===== config.mk =====
export PLATFORM = sky130hd
export DESIGN_NAME = div_sequencer
export DESIGN_NICKNAME = d
export VERILOG_FILES = /design/src/rtl/div_sequencer.sv
export SDC_FILE = /design/constraint.sdc
export NUM_CORES = 1
export LEC_CHECK = 0
export ABC_AREA = 1
export BUFFER_PORTS_ARGS = -buffer_cell sky130_fd_sc_hd__buf_2
export CAP_MARGIN = 20
export CORE_MARGIN = 2
export CORE_UTILIZATION = 39
export DETAILED_ROUTE_END_ITERATION = 10
export SKIP_CTS_REPAIR_TIMING = 1
export SYNTH_ARGS = -nofsm -noshare
export SYNTH_HDL_FRONTEND = slang
export SYNTH_SLANG_ARGS = --single-unit

===== constraint.sdc =====
create_clock -name clk -period 4.49 [get_ports clk]
set_input_delay 0.6735 -clock clk [delete_from_list [all_inputs] [get_ports clk]]
set_output_delay 0.6735 -clock clk [all_outputs]
set_load 0.05 [all_outputs]

===== src/rtl/div_sequencer.sv =====
`default_nettype none
// +--------------------------------------------------------------------------+
// | Module      : div_sequencer                                              |
// | Description : Multi-cycle unsigned restoring divider with HI/LO result   |
// |               registers, pipeline stall generation and mfhi/mflo read.   |
// | Revision    : 1.0 - initial release                                      |
// +--------------------------------------------------------------------------+
module div_sequencer #(
   parameter int WIDTH = 32
) (
   input  logic             clk,
   input  logic             rst,
   input  logic             div_start,
   input  logic [WIDTH-1:0] dividend,
   input  logic [WIDTH-1:0] divisor,
   input  logic             mf_req,
   input  logic             mf_sel,
   output logic             stall,
   output logic             busy,
   output logic             done,
   output logic             div_by_zero,
   output logic [WIDTH-1:0] hi,
   output logic [WIDTH-1:0] lo,
   output logic [WIDTH-1:0] mf_data
);

   localparam int CNT_W = $clog2(WIDTH);
   localparam logic [CNT_W-1:0] LAST_STEP = CNT_W'(WIDTH - 1);

   typedef enum logic [1:0] {
      S_IDLE = 2'd0,
      S_RUN  = 2'd1,
      S_DONE = 2'd2
   } state_t;

   state_t           state_q, state_d;
   logic [WIDTH-1:0] rem_q, rem_d;
   logic [WIDTH-1:0] quo_q, quo_d;
   logic [WIDTH-1:0] dvs_q, dvs_d;
   logic [WIDTH-1:0] hi_q, hi_d;
   logic [WIDTH-1:0] lo_q, lo_d;
   logic [CNT_W-1:0] cnt_q, cnt_d;
   logic             dbz_q, dbz_d;

   // One restoring step: the shifted partial remainder is WIDTH+1 bits so the
   // borrow out of the trial subtraction tells us whether the divisor fits.
   logic [WIDTH:0]   w_shifted;
   logic [WIDTH:0]   w_trial;
   logic [WIDTH-1:0] w_step_rem;
   logic [WIDTH-1:0] w_step_quo;

   assign w_shifted  = {rem_q, quo_q[WIDTH-1]};
   assign w_trial    = w_shifted - {1'b0, dvs_q};
   assign w_step_rem = w_trial[WIDTH] ? w_shifted[WIDTH-1:0] : w_trial[WIDTH-1:0];
   assign w_step_quo = {quo_q[WIDTH-2:0], ~w_trial[WIDTH]};

   // Next-state and datapath update: start acceptance, iteration and completion.
   always_comb begin
      state_d = state_q;
      rem_d   = rem_q;
      quo_d   = quo_q;
      dvs_d   = dvs_q;
      hi_d    = hi_q;
      lo_d    = lo_q;
      cnt_d   = cnt_q;
      dbz_d   = dbz_q;
      case (state_q)
         S_IDLE, S_DONE: begin
            state_d = S_IDLE;
            if (div_start) begin
               if (divisor != '0) begin
                  dvs_d   = divisor;
                  quo_d   = dividend;
                  rem_d   = '0;
                  cnt_d   = '0;
                  state_d = S_RUN;
               end else begin
                  // Divide by zero finishes immediately with a defined result.
                  hi_d    = dividend;
                  lo_d    = '1;
                  dbz_d   = 1'b1;
                  state_d = S_DONE;
               end
            end
         end
         S_RUN: begin
            rem_d = w_step_rem;
            quo_d = w_step_quo;
            cnt_d = cnt_q + 1'b1;
            if (cnt_q == LAST_STEP) begin
               hi_d    = w_step_rem;
               lo_d    = w_step_quo;
               dbz_d   = 1'b0;
               state_d = S_DONE;
            end
         end
         default: state_d = S_IDLE;
      endcase
   end

   // State and datapath registers; reset discards any division in flight.
   always_ff @(posedge clk) begin
      if (rst) begin
         state_q <= S_IDLE;
         rem_q   <= '0;
         quo_q   <= '0;
         dvs_q   <= '0;
         hi_q    <= '0;
         lo_q    <= '0;
         cnt_q   <= '0;
         dbz_q   <= 1'b0;
      end else begin
         state_q <= state_d;
         rem_q   <= rem_d;
         quo_q   <= quo_d;
         dvs_q   <= dvs_d;
         hi_q    <= hi_d;
         lo_q    <= lo_d;
         cnt_q   <= cnt_d;
         dbz_q   <= dbz_d;
      end
   end

   // Status outputs are forced low while reset is asserted.
   assign busy        = ~rst & (state_q == S_RUN);
   assign done        = ~rst & (state_q == S_DONE);
   assign div_by_zero = done & dbz_q;
   assign stall       = busy & (mf_req | div_start);
   assign hi          = hi_q;
   assign lo          = lo_q;
   assign mf_data     = mf_sel ? hi_q : lo_q;

endmodule
`default_nettype wire


# Word level (Yosys, flattened, before mapping)
# Cells that the tools add are included.
[totals] latchBits=0 romBits=0 output_inout_bits=100 inputBits=69 ff_bits=168 mem_bits_rw=0 wordCells=58 memories=0
[op_classes] add_sub_neg=2 bitwise=7 multipliers=0 n_reduce_logical=7 mux=27 order_cmp=0 div=0 n_eq_ne=7 shift=0
[ops] cell="$mux W32" n=12
[ops] cell="$pmux W32 S2" n=4
[ops] cell="$sub A33 B32 Y33" n=1
[ops] cell="$reduce_bool A32 Y1" n=1
[ops] cell="$mux W5" n=2
[ops] cell="$pmux W5 S2" n=1
[ops] cell="$ne A2 B2 Y1 const B" n=4
[ops] cell="$mux W2" n=3
[ops] cell="$reduce_and A3 Y1" n=2
[ops] cell="$add A5 B1 Y5 const B" n=1
[ops] cell="$eq A5 B5 Y1 const B" n=1
[ops] cell="$and A1 B1 Y1" n=4
[ops] cell="$pmux W2 S2" n=1
[ops] cell="$reduce_and A4 Y1" n=1
[ops] cell="$mux W1" n=3
[ops] cell="$eq A2 B1 Y1 const B" n=1
[ops] cell="$eq A2 B2 Y1 const B" n=1
[ops] cell="$logic_not A2 Y1" n=1
[ops] cell="$not A1 Y1" n=2
[ops] cell="$pmux W1 S2" n=1
[ops] cell="$reduce_bool A2 Y1" n=1
[ops] cell="$reduce_or A2 Y1" n=1
[ops] cell="$or A1 B1 Y1" n=1

# Logic depth before layout (Yosys ltp)
# Gate-level depths: netlist of the first run.
[logic_depth] word_depth=4 ltp_mapped=19 depth_no_buf=18

# Least setup slack after synthesis of the first run
# No wires, ideal clock.
[synth_timing] path_type="register -> output" from="reg state_q[0]" to="out stall" n_path_buf=3 required_time_ns=3.817 stages_incl_launch_ff=9 arrival_time_ns=2.251 slack_ns=1.565 path_cell_list="dfxtp_1 -> inv_1 -> nor2_1 -> buf_4 -> inv_1 -> buf_2 -> buf_6 -> nor2_1 -> o21a_1"
[synth_between] elab_chain_len=3
[synth_rtl] item="start, declared" line="36" rtl="state_t state_q, state_d;"
[synth_rtl] item="start signal, assigned" line="113" rtl="state_q <= state_d;"
[synth_rtl] item="$eq A2 B1 Y1" line="125" rtl="assign busy = ~rst & (state_q == S_RUN);"
[synth_rtl] item="$and A1 B1 Y1" line="125"
[synth_rtl] item="net busy" line="19" rtl="output logic busy,"
[synth_rtl] item="$and A1 B1 Y1" line="128" rtl="assign stall = busy & (mf_req | div_start);"
[synth_rtl] item="end, declared" line="18" rtl="output logic stall,"
# The timed path passes the listed nets, and every way through them passes these cells.

# Worst setup path in the final report of the first run
[layout_timing] from="in divisor[15]" to="reg quo_q[5]"
[layout_between] elab_chain_len=3
[layout_rtl] item="start, declared" line="15" rtl="input logic [WIDTH-1:0] divisor,"
[layout_rtl] item="$reduce_bool A32 Y1" line="71" rtl="if (divisor != '0) begin"
[layout_rtl] item="$ne A2 B2 Y1 (no source line)"
[layout_rtl] item="$reduce_and A3 Y1 (no source line)"
[layout_rtl] item="end signal, assigned" line="115" rtl="quo_q <= quo_d;"
[layout_rtl] item="end, declared" line="38" rtl="logic [WIDTH-1:0] quo_q, quo_d;"
# Every way passes these cells.
# A chain may end at the register's enable or synchronous reset.

==> results of run 1 <==
-- power by group through the flow --
stage	logic [mW]	registers, mW	clock network [mW]
floorplan	1.08	1.62	0
detailed placement	1.35	1.65	0
global placement	1.34	1.65	0
finish	1.36	1.61	1.57
global route	1.52	1.62	1.66
CTS	1.36	1.61	1.60
-- cells in the final DEF (no fill, tap or decap), drive strengths merged, types with 32 or more instances in the layout --
cell   instances
buf          180
a31oi         32
o21ai         70
nand3        220
dfxtp        168
ha            34
mux2          32
a21oi         52
nor2          90
nand2        436
inv          347
-- area by class of cell --
type	count	area, µm²
Multi-Input combinational cell	1050	5779
Clock inverter	14	183.9
Sequential cell	168	3363
Inverter	342	1285
Clock buffer	17	425.4
Tap cell	378	473.0
Fill cell	2938	15160
Timing Repair Buffer	180	963.4
-- sequential cells by signal, summed over array words and instances (netlist names) --
name	cells
rem_q	32
state_q	2
cnt_q	5
quo_q	32
hi	32
lo	32
dbz_q	1
dvs_q	32
-- metal layers --
metal  share of wire  GRT usage
met5               0          0
met4           0.019    0.05969
met2            0.48     0.3869
met3           0.039    0.02922
met1            0.46     0.3030
-- cells in the mapped netlist (5+ instances only) --
library cell / count
clkbuf_1: 35
o21ai_0: 69
a21oi_1: 49
nor2_1: 86
nand4_1: 9
inv_1: 333
and2_1: 5
nand3_1: 162
o221ai_1: 31
a31oi_1: 32
nor3_1: 10
buf_6: 5
nand2_1: 418
nand2_2: 11
buf_2: 23
xor2_1: 15
mux2_2: 32
dfxtp_1: 168
nand3_2: 58
nand2_4: 5
ha_1: 34
inv_2: 8
-- metrics by stage --
| stage | std cells | instance area (µm²) |
|---|---|---|
| 6_report | 2149 | 12470 |
| 5_1_grt | 2149 | 12470 |
| 4_1_cts | 2148 | 12450 |
| 3_5_place_dp | 2117 | 11840 |
| 3_3_place_gp | 2117 | 11840 |
| 2_1_floorplan | 1640 | 10900 |
-- path summary, 6_finish.rpt --
kind                             startpoint        end  cells past startpoint
worst max-delay path            divisor[15]   quo_q[5]                     10
worst min register to register    dvs_q[16]  dvs_q[16]                      2
worst min-delay path              dvs_q[16]  dvs_q[16]                      2
worst max register to register    quo_q[31]  rem_q[21]                     17
-- worst max-delay path: cells and delay by family --
kind	cells	cell delay [ns]
buffers and inverters	4	0.80
AND/OR/NAND/NOR	4	0.88
AO/OA/AOI/OAI	2	0.64
-- kinds of logic (layout without fill, tap and decap cells) --
family | count (synthesis) | in the layout | synth area share
AND/OR/NAND/NOR | 778 | 778 | 0.3378
buffers and inverters | 422 | 553 | 0.1630
AO/OA/AOI/OAI | 190 | 190 | 0.1048
flip-flops | 168 | 168 | 0.3085
adder cells (fa/ha/maj) | 35 | 35 | 0.04086
multiplexers | 32 | 32 | 0.03305
XOR/XNOR | 15 | 15 | 0.01205
==> flow_summary.ini, run 1 <==
[timing]
holdWs_ns = 0.4701
maxSlewViolCount = 0
fin_crit_sh = 0.6010
max_slew_margin = 0.2939
tightest_slew_ns = 1.059
final_hold_viol_count = 0
finalWorstSetupSlack_ns = 1.792
setup_viol = 0
finalCriticalPeriod_ns = 2.698
rsz0062_at_grt = false
skew_ns = 0.01503
setup_tns_ns = 0
timing.fmax_mhz = 370.6

[detailed_routing]
via_count = 10630
drtPass1Iterations = 7
drt_first_iter_violations = 730
detail_route.wl_per_cell_um = 15.35
drt-total-wl_um = 33000
drcViolationCount = 0
viasPerCell = 4.945
ant_nets = 0

[clocking]
clk_latency_ns = 0.44
htree_levels = 4
cts_buffers = 17
clockBufferDepth = 2
cts.sinks = 168
cts_tree = built
cts_root_buf = clkbuf_16
clk_pin_slew_ns = 0.07

[setup_path]
cp_slowest_cell = o21ai_4
cp-start-kind = input port
end_kind = flip-flop
path_cells = buf_2 > nor2_1 > nand4_1 > nand3b_1 > o21ai_4 > buf_4 > clkinv_1 > buf_4 > nand2_1 > a31oi_1
r2r_slack_ns = 1.91
worstSetupPathType = in -> reg
crit_top_cell = buf_4
slowest_delay_ns = 0.55
required_ns = 4.79
cp.arrival_ns = 3.00
crit_fanout = 35

[floorplanning]
initial_core_util = 0.3946
die_y_um = 171.2
fp-row-count = 61
die_x_um = 171.2
core_region_area_um2 = 27630
pin_count = 169
dieArea_um2 = 29310

[flow_run]
maxCapViolations = 0

[pwr]
swShare = 0.3750
power_mw = 4.542
ir_drop_mv = 0.2604
seqPwrFrac = 0.355
combPwrFrac = 0.299
intPower_mw = 2.839
power_density_nw_per_um2 = 364.1
pwr-share-clk = 0.346
switchingPower_mw = 1.703
leakage_nw = 7.121

[placement]
dp_slack_ns = 1.345
routabilityCongestion = 0.8700
hpwl_um = 24410
numPortBuffers = 168

[logic_synthesis]
ys_async_sr_fraction = 0
synth.largest_area_cell = dfxtp_1
syn_inst = 1640
syn_nets = 1744
synth_warnings = 0
synth_top_area_share = 0.3085
ys_top_cells_by_area = dfxtp_1 31%, nand2_1 14%, inv_1 11%
synth_edf_count = 0
yosysSeqAreaShare = 0.3085
ys.flop_type = dfxtp_1
ys_ff_latch = 168
avgSynthCellArea_um2 = 6.647
synth.distinct_cells = 44
syn_area_um2 = 10900

[finish]
nNetsFinal = 1863
drive_above_1_share = 0.1920
final_util = 0.4515
area_growth_pct = 14.42
diodes = 0

[outcome]
status = finished clean

[global_routing]
overflow = 0
grt_max_degree = 104
first_global_vias = 9724
antenna_found_initial = 0
grt_pass1_wl_um = 52290
track_usage = 0.2271

[hold_path]
hold_path.class = reg -> reg
Note: power is estimated with default switching activity, not from simulation.
==> inputs of run 2 (changes only) <==
- clock period: 4.49 -> 2.6 ns (I/O delays scaled with it)
==> run 2 against run 1 <==
Against the previous run: first-iteration DRC count increased by 4.5%; sequential share of layout area fell by 0.74 points; register-to-register slack worse by 1.8 ns; final area increased by 2.8%; critical path depth is 4 higher; worst hold slack worse by 0.27 ns; global-route usage up 0.55 points; clock-buffer cell count did not move; die area unchanged; flip-flop and latch count is the same; clock power rose by 66%.
==> flow_summary.ini, run 2 (synthesis results as in run 1) <==
[outcome]
status = finished clean

[timing]
setup_tns_ns = 0
final_hold_viol_count = 0
setup_viol = 0
timing.fmax_mhz = 403.3
fin_crit_sh = 0.9536
maxSlewViolCount = 0
max_slew_margin = 0.6362
tightest_slew_ns = 0.5457
holdWs_ns = 0.1960
finalCriticalPeriod_ns = 2.479
skew_ns = 0.01862

[global_routing]
grt_max_degree = 92
overflow = 0
grt_pass1_wl_um = 52900
first_global_vias = 9829
antenna_found_initial = 0
track_usage = 0.2326

[pwr]
leakage_nw = 7.248
ir_drop_mv = 0.3523
power_mw = 8.110
power_density_nw_per_um2 = 632.2

[finish]
final_util = 0.4643
drive_above_1_share = 0.2049
most-common-layout-cells = 417 x nand2_1, 331 x inv_1, 168 x buf_2
diodes = 0
nNetsFinal = 1888
layout.cells.non_filler = 2174
nFillCells = 2949
area_growth_pct = 17.68
mostFrequentLayoutCell = nand2_1

[setup_path]
cp.buffers_inverters = 2
cp-start-kind = flip-flop
path_delay_family = simple AND/OR/NAND/NOR gates
path_cells = ha_1 > nand2_2 > nor2_2 > nand2_1 > nor2_4 > nand2_4 > nand2_4 > nand2_8 > nand2_8 > buf_8 > nand3_2 > nand3_1 > nand2_1 > inv_1
crit_fanout = 8
end_kind = flip-flop
cp.arrival_ns = 2.86
worstSetupPathType = reg -> reg
slowest_delay_ns = 0.45
cp_slowest_cell = ha_1
required_ns = 2.98

[placement]
hpwl_um = 25320
numPortBuffers = 168
routabilityCongestion = 0.8921
placed_cells = 2129

[clocking]
clockBufferDepth = 2
cts.sinks = 168
clk_pin_slew_ns = 0.08
cts_buffers = 17
htree_levels = 4
cts_root_buf = clkbuf_16
clk_latency_ns = 0.44
cts_tree = built

[floorplanning]
die_x_um = 171.2
initial_core_util = 0.3946
dieArea_um2 = 29310
fp-row-count = 61
core_region_area_um2 = 27630
die_y_um = 171.2
pin_count = 169

[detailed_routing]
drcViolationCount = 0
wl_met1_um = 15780
via_count = 10780
drtPass1Iterations = 5
drt-total-wl_um = 34840
viasPerCell = 4.958
routed-wl-met2_um = 16750
met3WireLength_um = 1647
detail_route.wl_per_cell_um = 16.03
ant_nets = 0
drt_first_iter_violations = 763
top_layer = met4

[hold_path]
hold_path.class = in -> reg

[flow_run]
maxCapViolations = 0
-- run 2: cell types whose count changed in the layout (fill, tap and decap cells not counted), sizes merged --
| cell | delta |
|---|---|
| buf | +21 |
| clkinv | -2 |
| bufinv | -2 |
| nand2 | +4 |
| clkinvlp | +4 |
-- run 2: layer usage --
metal  vias up  GRT usage
met5         -          0
li1       5470          -
met1      4977     0.3065
met2       290     0.4022
met3        42    0.02945
met4         0    0.05969
-- run 2: final cells by class --
type                    count  area (µm²)  share of cell area
flip-flops and latches    168        3364              0.2623
repair buffers            201        1234             0.09617
inverters                 342        1285              0.1002
well taps                 378       473.0             0.03687
clock buffers              17       425.4             0.03316
clock inverters            14       158.9             0.01239
multi-input cells        1054        5888              0.4590
-- run 2: final timing paths --
check | start | endpoint | slack [ns] | depth (start not counted)
setup / recovery | rem_q[18] | hi[11] | 0.12 | 14
hold reg to reg | dvs_q[19] | dvs_q[19] | 0.46 | 2
setup reg to reg | rem_q[18] | hi[11] | 0.12 | 14
hold / removal | rst | cnt_q[2] | 0.20 | 2
-- run 2: stage by stage --
stage          worst slack, ns  instance area (µm²)
3_3_place_gp            0.1179                12020
4_1_cts                0.09647                12600
2_1_floorplan           0.2456                10900
3_5_place_dp           0.08874                12020
5_1_grt              -0.001662                12830
6_report                0.1206                12830
-- run 2: report_power, final --
part / internal (mW) / total [mW] / switching [mW]
combinational: 0.874 / 2.72 / 1.85
clock: 1.36 / 2.60 / 1.24
sequential: 2.69 / 2.79 / 0.0989
